[src/rtl/inst_input_queue.sv]
// Instruction input queue: captures instructions into a DEPTH-entry FIFO and
// replays them to the core over a valid/ready handshake.
module inst_input_queue #(
   parameter int DATA_W   = 8,
   parameter int OPCODE_W = 4,
   parameter int REG_W    = 2,
   parameter int DEPTH    = 4,
   parameter int CNT_W    = $clog2(DEPTH + 1)
) (
   input  logic                clock,
   input  logic                reset,
   input  logic                instv,
   input  logic [OPCODE_W-1:0] opcode,
   input  logic [DATA_W-1:0]   imm,
   input  logic [REG_W-1:0]    src1,
   input  logic [REG_W-1:0]    src2,
   input  logic [REG_W-1:0]    dst,
   input  logic                flush,
   output logic                in_ready,
   output logic                out_valid,
   input  logic                out_ready,
   output logic [OPCODE_W-1:0] out_opcode,
   output logic [DATA_W-1:0]   out_imm,
   output logic [REG_W-1:0]    out_src1,
   output logic [REG_W-1:0]    out_src2,
   output logic [REG_W-1:0]    out_dst,
   output logic [CNT_W-1:0]    count,
   output logic                overflow
);

   localparam int PTR_W = (DEPTH > 1) ? $clog2(DEPTH) : 1;
   localparam int ENT_W = OPCODE_W + DATA_W + 3 * REG_W;

   logic [ENT_W-1:0] r_mem [DEPTH];
   logic [PTR_W-1:0] r_head;
   logic [PTR_W-1:0] r_tail;
   logic [CNT_W-1:0] r_count;
   logic             r_overflow;

   logic             w_full;
   logic             w_empty;
   logic             w_pop;
   logic             w_push;
   logic             w_drop;
   logic [ENT_W-1:0] w_entry;
   logic [ENT_W-1:0] w_head;

   assign w_full  = (r_count == CNT_W'(DEPTH));
   assign w_empty = (r_count == {CNT_W{1'b0}});
   assign w_pop   = !w_empty && out_ready;
   // A full queue still accepts a push when the head retires in the same cycle.
   assign w_push  = instv && (!w_full || w_pop);
   assign w_drop  = instv && w_full && !w_pop;
   assign w_entry = {opcode, imm, src1, src2, dst};

   // Control state: pointers, occupancy and sticky overflow.
   always_ff @(posedge clock) begin
      if (reset) begin
         r_head     <= {PTR_W{1'b0}};
         r_tail     <= {PTR_W{1'b0}};
         r_count    <= {CNT_W{1'b0}};
         r_overflow <= 1'b0;
      end else if (flush) begin
         r_head  <= {PTR_W{1'b0}};
         r_tail  <= {PTR_W{1'b0}};
         r_count <= {CNT_W{1'b0}};
      end else begin
         if (w_push) begin
            r_tail <= r_tail + 1'b1;
         end
         if (w_pop) begin
            r_head <= r_head + 1'b1;
         end
         case ({w_push, w_pop})
            2'b10:   r_count <= r_count + 1'b1;
            2'b01:   r_count <= r_count - 1'b1;
            default: r_count <= r_count;
         endcase
         if (w_drop) begin
            r_overflow <= 1'b1;
         end
      end
   end

   // Entry storage; contents are only ever observed through the head while valid.
   always_ff @(posedge clock) begin
      if (!reset && !flush && w_push) begin
         r_mem[r_tail] <= w_entry;
      end
   end

   assign w_head    = w_empty ? {ENT_W{1'b0}} : r_mem[r_head];
   assign out_valid = !w_empty;
   assign in_ready  = !w_full;
   assign count     = r_count;
   assign overflow  = r_overflow;
   assign {out_opcode, out_imm, out_src1, out_src2, out_dst} = w_head;

endmodule

[config.mk]
export PLATFORM = sky130hd
export DESIGN_NAME = inst_input_queue
export DESIGN_NICKNAME = d
export VERILOG_FILES = /design/src/rtl/inst_input_queue.sv
export SDC_FILE = /design/constraint.sdc
export NUM_CORES = 1
export LEC_CHECK = 0
export ABC_AREA = 1
export CORE_MARGIN = 8
export CORE_UTILIZATION = 54
export CTS_CLUSTER_DIAMETER = 80
export DETAILED_ROUTE_END_ITERATION = 16
export HOLD_SLACK_MARGIN = 0.02
export PLACE_DENSITY = 0.79
export SLEW_MARGIN = 20
export SYNTH_ARGS = -nofsm -noshare
export SYNTH_HDL_FRONTEND = slang
export SYNTH_SLANG_ARGS = --single-unit
[constraint.sdc]
create_clock -name clock -period 4.8 [get_ports clock]
set_clock_uncertainty 0.2 [all_clocks]
set_input_delay 1.44 -clock clock [delete_from_list [all_inputs] [get_ports clock]]
set_output_delay 1.44 -clock clock [all_outputs]
set_load 0.03 [all_outputs]
# [Word level (Yosys, flattened, before mapping)]
# Memories as Yosys holds them, arrays and structs flattened. A register that Yosys moved wholly into a read port is not among the register bits.
# Cells that the tools add are included.
[totals] ramBits=72 rom_bits=0 mem_count=1 wordCells=35 register_bits=8 latch_bits=0 out_inout_bits=24
[classes] n_addsub=4 shifts=0 n_mux=6 n_div=0 magnitude_cmp=0 mul=0 reduce_logical=16 n_eq_ne=3 bitwise_logic=1
[mem_list] name="r_mem" words=4 width=18 rd=1 rd_clocked_by_memory_dff=1 write_ports=1 line_no="34" rtl="logic [ENT_W-1:0] r_mem [DEPTH];"
[ops] operator="$mux W18" n=1
[ops] operator="$logic_and A1 B1 Y1" n=6
[ops] operator="$pmux W3 S2" n=1
[ops] operator="$logic_not A1 Y1" n=5
[ops] operator="$add A2 B1 Y2 const B" n=2
[ops] operator="$mux W2" n=2
[ops] operator="$add A3 B1 Y3 const B" n=1
[ops] operator="$eq A3 B3 Y1 const B" n=1
[ops] operator="$logic_not A3 Y1" n=1
[ops] operator="$sub A3 B1 Y3 const B" n=1
[ops] operator="$eq A2 B1 Y1 const B" n=1
[ops] operator="$eq A2 B2 Y1 const B" n=1
[ops] operator="$mux W1" n=2
[ops] operator="$reduce_and A2 Y1" n=1
[ops] operator="$reduce_bool A2 Y1" n=1
[ops] operator="$reduce_or A2 Y1" n=1
[ops] operator="$logic_or A1 B1 Y1" n=1
[ops] operator="$not A1 Y1" n=1

# [Depth between registers and ports, before layout]
[logic_depth] word_depth=8 depth_mapped=11

# [Worst setup path before layout]
# No wires, ideal clock.
[synth_timing] path_kind="flip-flop to output port" start="register r_count[2] (netlist: count[2])" end="output out_imm[1]" stages_incl_launch_ff=6 arrival_ps=1555 setup_slack_ps=1605 path_buffers=1 t_required_ps=3160 cell_sequence="dfxtp_1 inv_2 nand2_4 inv_2 buf_2 a21oi_1"
[synth_via] elab_chain_len=2
[synth_lines] item="from (decl)" line_no="37" rtl="logic [CNT_W-1:0] r_count;"
[synth_lines] item="from (signal assigned)" line_no="61" rtl="r_count <= {CNT_W{1'b0}};"
[synth_lines] item="from (signal assigned)" line_no="66" rtl="r_count <= {CNT_W{1'b0}};"
[synth_lines] item="from (signal assigned)" line_no="75" rtl="2'b10: r_count <= r_count + 1'b1;"
[synth_lines] item="$logic_not A3 Y1" line_no="49" rtl="assign w_empty = (r_count == {CNT_W{1'b0}});"
[synth_lines] item="$mux W18" line_no="92" rtl="assign w_head = w_empty ? {ENT_W{1'b0}} : r_mem[r_head];"
[synth_lines] item="to (decl)" line_no="23" rtl="output logic [DATA_W-1:0] out_imm,"
# Every way passes these cells.

==> impl_metrics.toml <==
[layout]
layout_common_cells = "nor2_1 (77), edfxtp_1 (72), clkdlybuf4s50_1 (46), o21ai_1 (31), a21oi_1 (25)"
nets = 363
multi_input_area_sq_um = 865
synthToLayoutAreaGrowth_pct = 20.2
seqCellArea_sq_mm = 0.00236
nFillCells = 434
diodes = 0
layout_commonest_cell = "nor2_1"
drive_above_1_share = 0.112
post_layout_nonfiller_instances = 414

[job]
max-cap-violations = 0

[global_route]
antenna_found_initial = 0
grt_use_total = 0.150
use_met2 = 0.249
grt_pass1_vias = 2160
use_met3 = 0.0362
grt_pass1_wl_microns = 10300
met1_usage = 0.180
grt_max_degree = 37
grt.busiest_layer = "met2"
overflow = 0

[critical_path]
critPathKind = "reg -> out"
cp_common_cell = "nor2_1"
r2r_setup_slack_ns = 2.59
cp-endpoint = "out_imm[1]"
crit_path_end_kind = "output port"
r2r-end = "r_mem[0][5]"
start_kind = "register"
crit_chain = "buf_4 > nor2_1 > nor2_1 > o21ai_1 > a21oi_1 > clkdlybuf4s50_1"
cp.required_ns = 3.16
crit_fanout = 24
regToRegStartpoint = "count[1]"
cp.arrival_ns = 2.66
critical-path-max-stage-delay_ns = 0.89
worstRegToRegCells = 6
cp_slowest_cell = "dfxtp_1"

[clock_tree]
cts_tree = "built"
numCtsBuffers = 9
hold_buffers = 0
ctsResizeCount = 0
path_clk_slew_ns = 0.08
clk_latency_ns = 0.34
h-tree-depth = 3
cts_buffer_depth = 2
root_buffer = "clkbuf_8"
cts_setup_buffers = 0
cts_sinks = 82

[placement]
gp_congestion = 0.771
hpwlAfterDp_microns = 4180
port-buffer-count = 46
dp_cells = 399

[logic_synthesis]
syn_nets = 312
ys.warnings.count = 0
synth_seq_cells = 82
synth_seq_area_share = 0.700
synth_area_sq_mm = 0.00337
synth_cells = 284
synthDistinctLibCells = 26
synth.avg_cell_area_sq_um = 11.9

[timing]
setup_tns_ns = 0
hold_viol = 0
rsz0062_at_grt = "no"
slew_viol_final = 0
slew_headroom = 0.345
report.final.setup_viol = 0
layout_min_cycle_time_ns = 4.30
tightest_slew_ns = 0.981
period_share = 0.895
max_freq_ghz = 0.233

[power]
clkPwrFrac = 0.311
p_int_uw = 1020
switchingPower_uw = 327
peakVddDrop_mv = 0.230
p_per_area_mw_per_mm2 = 333
pwr-share-comb = 0.103
switching_share = 0.242
seq_power_share = 0.586
p_leak_uw = 0.00141

[die]
core_sq_mm = 0.00599
fp.dieW_microns = 95.0
start_util = 0.563
fp.dieArea_sq_mm = 0.00903
io_pins = 47
rows = 28
die_h_microns = 95.0

[routing]
viasPerCell = 5.20
routed_wl_microns = 6500
drt_iter0_markers = 147
drtAntennaViolNets = 0
drcViolationCount = 0
first_pass_iters = 4
vias = 2154
wl_per_cell_microns = 15.7

[outcome]
status = "completed"

[min_path]
holdPathStages = 2
hp-class = "reg -> reg"
[layer usage]
metal | share of wire | vias to the layer above
li1 | - | 1083
met1 | 0.44 | 1009
met2 | 0.49 | 51
met3 | 0.054 | 11
met4 | 0.017 | 0
met5 | 0 | -
[final cells by class]
type / instances / area share
multi-input combinational: 173 / 0.213
timing repair buffer: 51 / 0.123
sequential: 82 / 0.583
tap: 75 / 0.0231
clock inverter: 5 / 0.00802
inverter: 18 / 0.0185
clock buffer: 10 / 0.0315
[worst min path at each step]
| stage | start | endpoint | slack (ns) |
|---|---|---|---|
| floorplan | r_head[0] | register | 0.26 |
| global placement | overflow | overflow | 0.26 |
| detailed placement | overflow | overflow | 0.27 |
| CTS | overflow | overflow | 0.29 |
| global route | overflow | overflow | 0.31 |
| finish | overflow | overflow | 0.29 |
[cells in the mapped netlist, drive strengths merged]
master / number / share of area
inv: 18 / 0.022
nor3: 1 / 0.0015
xor2: 1 / 0.0026
dfxtp: 10 / 0.059
nor2: 83 / 0.097
nand4: 2 / 0.0056
fa: 1 / 0.0059
nand3: 4 / 0.0074
a21boi: 1 / 0.0022
a21oi: 25 / 0.037
nand2: 12 / 0.022
ha: 4 / 0.015
edfxtp: 72 / 0.64
o21ai: 39 / 0.058
buf: 11 / 0.024
[critical path, delay by kind of cell, from the launching register on]
family | cells | cell delay [ns]
DFF | 1 | 0.89
and+or+nand+nor | 2 | 0.15
AOI/OAI and AO/OA | 2 | 0.24
buffers and inverters | 2 | 1.02
[power groups by stage]
| stage | clock (uW) | sequential [uW] | combinational, uW |
|---|---|---|---|
| after global placement | 0 | 806 | 138 |
| after global routing | 454 | 791 | 149 |
| after CTS | 427 | 790 | 141 |
| after floorplan | 0 | 807 | 76.0 |
| final | 420 | 790 | 139 |
| after detailed placement | 0 | 807 | 140 |
[cells by family (layout without fill, tap and decap cells)]
kind of cell    after synthesis  count (layout)  share of synthesized area
xor+xnor                      1               1                    0.00260
simple gates                102             102                      0.133
compound gates               65              65                     0.0972
fa+ha+maj                     5               5                     0.0208
buf+inv                      29              84                     0.0464
flops                        82              82                      0.700
[per-stage QoR]
stage                     power [uW]  hold WS, ns  utilization  area, sq um  setup WS (ns)
final                           1350        0.287        0.677         4050          0.503
after global routing            1390        0.308        0.677         4050          0.322
after CTS                       1360        0.288        0.677         4050          0.469
after detailed placement         947        0.265        0.650         3890          0.852
after global placement           944        0.255        0.650         3890          0.896
after floorplan                  883        0.257            -         3370           1.60
[registers in the layout, indices dropped and copies added, names as in the netlist, named ones only]
register	cells
count	3
r_head	2
overflow	1
r_mem	72
r_tail	2
No activity file was read; power rests on OpenSTA's default activity.
